File: config.mk
export PLATFORM = sky130hd
export DESIGN_NAME = imem_loader_flat
export DESIGN_NICKNAME = d
export VERILOG_FILES = /design/src/rtl/imem_loader_if.sv /design/src/rtl/imem_loader.sv /design/src/flat_wrapper.sv
export SDC_FILE = /design/constraint.sdc
export NUM_CORES = 1
export LEC_CHECK = 0
export ABC_AREA = 1
export BUFFER_PORTS_ARGS = -buffer_cell sky130_fd_sc_hd__buf_4
export CAP_MARGIN = 20
export CORE_ASPECT_RATIO = 1.2
export CORE_MARGIN = 10
export CORE_UTILIZATION = 23
export DETAILED_ROUTE_END_ITERATION = 6
export GPL_TIMING_DRIVEN = 0
export HOLD_SLACK_MARGIN = 0.02
export PLACE_DENSITY = 0.46
export SETUP_SLACK_MARGIN = 0.2
export SLEW_MARGIN = 40
export SYNTH_ARGS = -nofsm -noshare
export SYNTH_HDL_FRONTEND = slang
export SYNTH_SLANG_ARGS = --single-unit
File: constraint.sdc
create_clock -name clk_i -period 3.4 [get_ports clk_i]
set_input_delay 0.34 -clock clk_i [delete_from_list [all_inputs] [get_ports clk_i]]
set_output_delay 0.34 -clock clk_i [all_outputs]
set_load 0.02 [all_outputs]
File: src/rtl/imem_loader_if.sv
`default_nettype none
// ============================================================================
// Module      : imem_loader_if
// Description : Bus bundle between a byte-stream source, the image loader and
//               the memory write port.
//                 in_data / in_valid / in_ready : byte stream, valid/ready
//                 mem_write_en                  : one-cycle word write strobe
//                 mem_write_addr                : byte address (multiple of 4)
//                 mem_write_data                : assembled big-endian word
//               master : host side (drives the stream, observes the writes)
//               slave  : loader side (consumes the stream, issues writes)
// Revision    : 1.0  initial release
// ============================================================================
interface imem_loader_if #(
    parameter int WORD_SIZE  = 32,
    parameter int ADDR_WIDTH = 8
);
    logic [7:0]            in_data;
    logic                  in_valid;
    logic                  in_ready;
    logic                  mem_write_en;
    logic [ADDR_WIDTH-1:0] mem_write_addr;
    logic [WORD_SIZE-1:0]  mem_write_data;

    modport master (
        output in_data,
        output in_valid,
        input  in_ready,
        input  mem_write_en,
        input  mem_write_addr,
        input  mem_write_data
    );

    modport slave (
        input  in_data,
        input  in_valid,
        output in_ready,
        output mem_write_en,
        output mem_write_addr,
        output mem_write_data
    );
endinterface
`default_nettype wire

File: src/rtl/imem_loader.sv
`default_nettype none
// ============================================================================
// Module      : imem_loader
// Description : Boot-time program loader. Consumes a byte stream
//               (count N, 4*N big-endian data bytes, XOR checksum), writes
//               each assembled word to memory with a one-cycle strobe, and
//               releases the processor only after the checksum matches.
// Ports       : clk_i         - clock, rising edge
//               rst_ni        - asynchronous active-low reset
//               start_i       - single-cycle load request
//               bus (slave)   - byte stream in, memory write port out
//               cpu_hold_o    - 1 holds the processor in reset
//               load_done_o   - image loaded and checksum matched
//               load_error_o  - bad word count or checksum mismatch
// Revision    : 1.0  initial release
// ============================================================================
module imem_loader #(
    parameter int WORD_SIZE  = 32,  // memory word width, must be 32
    parameter int ADDR_WIDTH = 8    // byte-address width of memory
) (
    input  logic         clk_i,
    input  logic         rst_ni,
    input  logic         start_i,
    imem_loader_if.slave bus,
    output logic         cpu_hold_o,
    output logic         load_done_o,
    output logic         load_error_o
);

    localparam int MAX_WORDS = 2 ** (ADDR_WIDTH - 2);
    // Word index must be able to hold MAX_WORDS itself (the terminal count).
    localparam int IDX_W     = ADDR_WIDTH - 1;

    typedef enum logic [2:0] {
        S_IDLE   = 3'd0,
        S_HEADER = 3'd1,
        S_DATA   = 3'd2,
        S_WRITE  = 3'd3,
        S_CHECK  = 3'd4,
        S_DONE   = 3'd5,
        S_ERROR  = 3'd6
    } state_e;

    state_e                state_q;
    state_e                state_d;

    logic [7:0]            count_q;
    logic [7:0]            xor_q;
    logic [IDX_W-1:0]      word_idx_q;
    logic [1:0]            byte_idx_q;
    // Only the first three bytes of a word need storage; the fourth byte is
    // taken straight from the stream when the word is committed.
    logic [WORD_SIZE-9:0]  word_q;

    logic                  in_ready_q;
    logic                  mem_write_en_q;
    logic [ADDR_WIDTH-1:0] mem_write_addr_q;
    logic [WORD_SIZE-1:0]  mem_write_data_q;
    logic                  cpu_hold_q;
    logic                  load_done_q;
    logic                  load_error_q;

    logic                  w_xfer;
    logic                  w_count_bad;
    logic                  w_last_word;
    logic [IDX_W-1:0]      w_idx_inc;

    // in_ready_q is a pure function of the current state, so the handshake
    // never depends combinationally on in_valid.
    assign w_xfer      = bus.in_valid & in_ready_q;
    assign w_count_bad = (bus.in_data == 8'd0) ||
                         ({24'd0, bus.in_data} > 32'(MAX_WORDS));
    assign w_idx_inc   = word_idx_q + 1'b1;
    assign w_last_word = (32'(w_idx_inc) == {24'd0, count_q});

    // ------------------------------------------------------------------
    // Next-state decode
    // ------------------------------------------------------------------
    always_comb begin
        state_d = state_q;
        unique case (state_q)
            S_IDLE: begin
                if (start_i) state_d = S_HEADER;
            end
            S_HEADER: begin
                if (w_xfer) state_d = w_count_bad ? S_ERROR : S_DATA;
            end
            S_DATA: begin
                if (w_xfer && (byte_idx_q == 2'd3)) state_d = S_WRITE;
            end
            S_WRITE: begin
                state_d = w_last_word ? S_CHECK : S_DATA;
            end
            S_CHECK: begin
                if (w_xfer) state_d = (bus.in_data == xor_q) ? S_DONE : S_ERROR;
            end
            S_DONE, S_ERROR: begin
                if (start_i) state_d = S_HEADER;
            end
            default: begin
                state_d = S_IDLE;
            end
        endcase
    end

    // ------------------------------------------------------------------
    // State, datapath and registered outputs. Outputs are registered from
    // state_d so that they line up with the state they describe.
    // ------------------------------------------------------------------
    always_ff @(posedge clk_i or negedge rst_ni) begin
        if (!rst_ni) begin
            state_q          <= S_IDLE;
            count_q          <= '0;
            xor_q            <= '0;
            word_idx_q       <= '0;
            byte_idx_q       <= '0;
            word_q           <= '0;
            in_ready_q       <= 1'b0;
            mem_write_en_q   <= 1'b0;
            mem_write_addr_q <= '0;
            mem_write_data_q <= '0;
            cpu_hold_q       <= 1'b1;
            load_done_q      <= 1'b0;
            load_error_q     <= 1'b0;
        end else begin
            state_q        <= state_d;
            in_ready_q     <= (state_d == S_HEADER) || (state_d == S_DATA) ||
                              (state_d == S_CHECK);
            mem_write_en_q <= (state_d == S_WRITE);
            cpu_hold_q     <= (state_d != S_DONE);
            load_done_q    <= (state_d == S_DONE);
            load_error_q   <= (state_d == S_ERROR);

            case (state_q)
                S_HEADER: begin
                    if (w_xfer) begin
                        count_q    <= bus.in_data;
                        xor_q      <= bus.in_data;
                        word_idx_q <= '0;
                        byte_idx_q <= '0;
                    end
                end
                S_DATA: begin
                    if (w_xfer) begin
                        word_q     <= {word_q[WORD_SIZE-17:0], bus.in_data};
                        xor_q      <= xor_q ^ bus.in_data;
                        byte_idx_q <= byte_idx_q + 2'd1;
                        // Fourth byte: commit address and word for the
                        // write strobe in the following cycle.
                        if (byte_idx_q == 2'd3) begin
                            mem_write_addr_q <= {word_idx_q[ADDR_WIDTH-3:0], 2'b00};
                            mem_write_data_q <= {word_q, bus.in_data};
                        end
                    end
                end
                S_WRITE: begin
                    word_idx_q <= w_idx_inc;
                end
                default: begin
                end
            endcase
        end
    end

    assign bus.in_ready       = in_ready_q;
    assign bus.mem_write_en   = mem_write_en_q;
    assign bus.mem_write_addr = mem_write_addr_q;
    assign bus.mem_write_data = mem_write_data_q;
    assign cpu_hold_o         = cpu_hold_q;
    assign load_done_o        = load_done_q;
    assign load_error_o       = load_error_q;

endmodule
`default_nettype wire

File: src/flat_wrapper.sv
// flat-port wrapper written by rule: the top's interface ports become plain ports
module imem_loader_flat 
#(
    parameter int WORD_SIZE  = 32,                                  
    parameter int ADDR_WIDTH = 8                                   
)
  (clk_i, rst_ni, start_i, cpu_hold_o, load_done_o, load_error_o, bus_in_data, bus_in_valid, bus_in_ready, bus_mem_write_en, bus_mem_write_addr, bus_mem_write_data);
  imem_loader_if #(.WORD_SIZE(WORD_SIZE), .ADDR_WIDTH(ADDR_WIDTH)) bus_i ();
  input  logic clk_i;
  input  logic rst_ni;
  input  logic start_i;
  output logic cpu_hold_o;
  output logic load_done_o;
  output logic load_error_o;
  input wire logic [$bits(bus_i.in_data)-1:0] bus_in_data;
  input wire logic [$bits(bus_i.in_valid)-1:0] bus_in_valid;
  output wire logic [$bits(bus_i.in_ready)-1:0] bus_in_ready;
  output wire logic [$bits(bus_i.mem_write_en)-1:0] bus_mem_write_en;
  output wire logic [$bits(bus_i.mem_write_addr)-1:0] bus_mem_write_addr;
  output wire logic [$bits(bus_i.mem_write_data)-1:0] bus_mem_write_data;
  assign bus_i.in_data = bus_in_data;
  assign bus_i.in_valid = bus_in_valid;
  assign bus_in_ready = bus_i.in_ready;
  assign bus_mem_write_en = bus_i.mem_write_en;
  assign bus_mem_write_addr = bus_i.mem_write_addr;
  assign bus_mem_write_data = bus_i.mem_write_data;
  imem_loader #(.WORD_SIZE(WORD_SIZE), .ADDR_WIDTH(ADDR_WIDTH)) u_core (.clk_i(clk_i), .rst_ni(rst_ni), .start_i(start_i), .bus(bus_i), .cpu_hold_o(cpu_hold_o), .load_done_o(load_done_o), .load_error_o(load_error_o));
endmodule
Yosys cells after proc, flatten, opt, wreduce, memory -nomap -nowiden. Index checks and enable logic that the tools add are counted. W data, S select, Z words.

Bits in registers: 95. Logic and storage cells: 66. Bits of input ports: 12. Output and inout bits: 45.

Reduce and logical (&&, ||, !) cells: 14. Muxes and demuxes: 16. $lt $le $gt $ge: 1. Equality and inequality tests: 18. Bitwise gates (word level): 2. $add $sub $neg: 2.

Operators by type and width (number): $eq A3 B3 Y1 const B (6); $mux W3 (6); $mux W8 (2); $pmux W8 S2 (1); $pmux W3 S5 (1); $pmux W7 S2 (1); $eq A3 B2 Y1 const B (4); $eq A7 B8 Y1 (1); $eq A8 B8 Y1 (1); $gt A8 B7 Y1 const B (1); $logic_not A8 Y1 (1); $xor A8 B8 Y8 (1); $add A7 B1 Y7 const B (1); $mux W7 (1); $eq A3 B1 Y1 const B (2); $mux W2 (3); $reduce_and A2 Y1 (3); $reduce_and A3 Y1 (2); $ne A2 B1 Y1 const B (2); $pmux W2 S2 (1); $reduce_bool A2 Y1 (2); $logic_not A3 Y1 (1); $logic_or A1 B1 Y1 (3); $ne A3 B3 Y1 const B (1); 5 further kinds (5).

Logic depth before layout (Yosys ltp).
Depth after elaboration: 8. Mapped depth: 15.

Least setup slack after synthesis. Ideal clock, no wire load.

Path type: reg2reg. Start point: register u_core.word_idx_q[0]. End point: register u_core.in_ready_q (netlist: u_core.bus.in_ready). Arrival: 1.533 ns. Data required time: 3.277 ns. Stages on the path, launching flop included: 14. Setup time: 0.123 ns. Slack: 1.744 ns. Cells stage by stage: dfrtp_1 -> ha_1 -> inv_1 -> nor2_1 -> nor2_1 -> nand3_1 -> nor2_1 -> nand3_1 -> nor2_2 -> nand3_1 -> nand3_1 -> inv_1 -> nand2_1 -> nand3_2.

Word-level cells in the longest chain between the ends: 7. Elaborated cells between the ends (all ways): 9. Classes of those cells: 1 x add/sub; 4 x eq/ne; 2 x mux; 2 x reduce/logical.

RTL lines: from (decl) (RTL line imem_loader.sv:49) `logic [IDX_W-1:0] word_idx_q;`; from (signal assigned) (RTL line imem_loader.sv:157) `word_idx_q <= w_idx_inc;`; $add A7 B1 Y7 (*) (RTL line imem_loader.sv:73) `assign w_idx_inc = word_idx_q + 1'b1;`; $eq A7 B8 Y1 (*) (RTL line imem_loader.sv:74) `assign w_last_word = (32'(w_idx_inc) == {24'd0, count_q});`; $mux W3 (*) (RTL line imem_loader.sv:92) `state_d = w_last_word ? S_CHECK : S_DATA;`; $pmux W3 S5 (*) (RTL line imem_loader.sv:81) `unique case (state_q)`; net u_core.state_d[2] (RTL line imem_loader.sv:45) `state_e state_d;`; $eq A3 B1 Y1 / $eq A3 B2 Y1 (equally long branches) (RTL line imem_loader.sv:127) `in_ready_q <= (state_d == S_HEADER) || (state_d == S_DATA) ||`; $logic_or A1 B1 Y1 (RTL line imem_loader.sv:127); $logic_or A1 B1 Y1 (*) (RTL line imem_loader.sv:127); to (signal assigned) (RTL line imem_loader.sv:127); to (decl) (RTL line imem_loader.sv:55) `logic in_ready_q;`.

The timed path passes the listed nets; every way through them passes the cells marked *. A chain may end at the register's enable or synchronous reset.

Worst setup path in the final report. Same ends and word-level chain as after synthesis.

==> qor.yml <==
synth_top_flop_cell: "dfrtp_1"
critPathMostFrequentCell: "nand3_1"
post-dp-hpwl_um: 8080
die_height_um: 168
drt.antenna.violating_nets: 0
dr.pass1.iters: 4
gp_congestion: 0.817
nNetsFinal: 559
yosysWarnings: 0
area_delta_synth_final_pct: 23.6
wl_per_cell_um: 14.1
antenna_cells: 0
finalClockSkew_ns: 0.0125
dpl_cell_area_mm2: 0.00489
crit_chain: "ha_1 -> inv_1 -> nor2_1 -> nor2_1 -> nand3_1 -> nor2_1 -> nand3_1 -> nor2_2 -> nand3_1 -> nand3_1 -> inv_1 -> nand2_1 -> nand3_2"
drive_gt1_share_pct: 18.9
cts_resized: 0
relSlewSlack_pct: 50.9
finalSetupViolCount: 0
yosysSeqAreaShare_pct: 56.7
htreeDepth: 3
worstPathArrival_ns: 2.16
syn-mean-instance-area_um2: 8.76
async_reset_ff_share_pct: 100
grt_pass1_vias: 3407
fin_cells: 774
root_buffer: "clkbuf_16"
ir_drop_uv: 213
route.detailed.drc: 0
max_clock_freq_mhz: 518
leakagePower_nw: 2.55
antenna_found_initial: 0
drv_cap: 0
reg2reg_to: "u_core.bus.in_ready$_DFF_PN0_"
crit_path_max_fanout: 4
rr_startpoint: "u_core.word_idx_q[0]$_DFFE_PN0P_"
synthesis.area_mm2: 0.00419
routed_wl_um: 10900
cp_top_family: "simple AND/OR/NAND/NOR gates"
dieArea_mm2: 0.0241
hold_buffers: 0
path_clk_slew_ns: 0.07
critPathBufInv: 2
reg2regPathDepth: 13
vias_per_cell: 4.24
startpoint: "u_core.word_idx_q[0]$_DFFE_PN0P_"
synth_top_area_share_pct: 56.1
vias: 3278
clkLatencyLatePin_ns: 0.35
ys_types: 33
core_area_mm2: 0.0180
nFillCells: 1917
crit_path_end: "u_core.bus.in_ready$_DFF_PN0_"
max_slew.worst_pin.slew_ns: 0.736
cp.depth: 13
hold_path.class: "input port to async pin"
synth_common_cells: "nand2_1, dfrtp_1, o21ai_0"
cpPeakStageDelay_ns: 0.41
synth_edf_count: 0
final_area_mm2: 0.00518
synth_area_leaders: "dfrtp_1, nand2_1, o21ai_0"
grt_max_degree: 96
critPathCaptureType: "flip-flop"
drtIter0Drc: 182
cts_tree: "done"
grt_util_all_layers_pct: 9.43
rsz0062_at_grt: "no"
reg2reg_slack_ns: 1.47
fin_tns_setup_ns: 0
cts_buffer_depth: 2
fin_crit_ns: 1.93
cts.sinks: 95
final_max_slew_viol_count: 0
dp_slack_ns: 1.48
synthCells: 479
dp.cells: 758
grt-ovfl-total: 0
slowest_stage: "dfrtp_1"
worst-setup-path-type: "flip-flop to flip-flop"
start_util_pct: 23.2
ys_seq_elements: 95
finalHoldViolCount: 0
grt_pass1_wl_um: 18000
row_count: 54
io_buffers: 54
critPathRequiredTime_ns: 3.63
numCtsBuffers: 9
io_pins: 57
status: "finished clean"
yosysMostFrequentCell: "nand2_1"
power.density_mw_per_mm2: 782
synth_top_area_cell: "dfrtp_1"
layout_setup_ws_ns: 1.47
die_w_um: 143
start_kind: "flip-flop"
cts_setup_buffers: 0
post-route-period-util_pct: 56.8
fin_util_pct: 28.7
## flip-flops by register name, summed over array words and instances (netlist names), 2 cells and up
register	flops
u_core.bus.mem_write_data	32
u_core.word_q	24
u_core.count_q	8
u_core.xor_q	8
u_core.word_idx_q	7
u_core.bus.mem_write_addr	6
u_core.state_q	3
u_core.byte_idx_q	2
## worst register-to-register path: stages (launching register included)
cell     delay (ns)
dfrtp_1        0.41
ha_1           0.30
inv_1          0.10
nor2_1         0.05
nor2_1         0.08
nand3_1        0.08
nor2_1         0.09
nand3_1        0.09
nor2_2         0.16
nand3_1        0.09
nand3_1        0.15
inv_1          0.06
nand2_1        0.08
nand3_2        0.07
## placed cells by master (no fill, tap or decap), types with 2 or more instances in the layout
master     netlist  final
nor2_2           2      2
clkinv_1         2      2
dfrtp_1         94     94
o211ai_1         6      6
inv_1           63     63
ha_1             2      2
nand3_1         17     17
nand3b_1         2      2
o21ai_1          2      2
o21a_1           6      6
clkbuf_1         8      8
o22ai_1          6      6
conb_1           1      2
xor2_1           4      4
nand4_1          4      4
nand2_2          4      4
o21ai_0         72     72
nor2_4           3      3
buf_2            8      8
nand2_1        128    128
a31oi_1          2      2
nor2_1          18     18
xnor2_1          6      6
clkinv_4         0      2
inv_2            6      6
buf_4            3     56
nand3_2          3      3
clkbuf_16        0      9
## cell families (layout without fill, tap and decap cells)
kind of cell / Yosys count / in the layout / share of synthesized area [%]
fa+ha+maj: 2 / 2 / 0.597
simple gates: 184 / 184 / 19.1
flops: 95 / 95 / 56.7
other cells: 1 / 2 / 0.0894
xor+xnor: 10 / 10 / 2.09
buf+inv: 90 / 160 / 8.56
compound gates: 97 / 97 / 12.9
## cell type report
type	instances	area [um^2]	area share [%]
flip-flops and latches	95	2380	45.9
multi-input cells	295	1460	28.2
inverters	71	267	5.14
well taps	224	280	5.41
plain buffers	19	92.6	1.79
clock inverters	7	66.3	1.28
repair buffers	54	413	7.97
clock buffers	9	225	4.35
## per-stage QoR
step	power, mW	hold WS, ns
after floorplan	2.67	0.0444
after global placement	3.08	0.466
after detailed placement	3.11	0.429
after CTS	4.11	0.0502
after global routing	4.39	0.0704
final	4.05	0.00335
## how the worst min path moves through the flow
stage / startpoint / slack, ns / end
floorplan: rst_ni / 0.04 / u_core.bus.in_ready$_DFF_PN0_
global placement: u_core.word_q[7]$_DFFE_PN0P_ / 0.47 / u_core.word_q[15]$_DFFE_PN0P_
detailed placement: rst_ni / 0.43 / u_core.bus.mem_write_data[12]$_DFFE_PN0P_
CTS: rst_ni / 0.05 / u_core.word_q[12]$_DFFE_PN0P_
global route: rst_ni / 0.07 / u_core.bus.mem_write_data[20]$_DFFE_PN0P_
finish: rst_ni / 0.003 / u_core.bus.mem_write_data[12]$_DFFE_PN0P_
## metal layers
metal  vias to the layer above  GRT usage (%)  wire, um
met5                         -              0         0
met4                         0           3.87        68
met3                         6           2.28       377
met2                        46           15.0      5340
met1                      1577           12.0      5110
li1                       1649              -         -
## power by group
group | leakage, nW | switching (mW) | internal, mW
registers | 1.23 | 0.215 | 1.49
clock network | 0.141 | 0.477 | 0.511
logic | 1.18 | 0.860 | 0.498
Power figures use the tool's default switching activity.
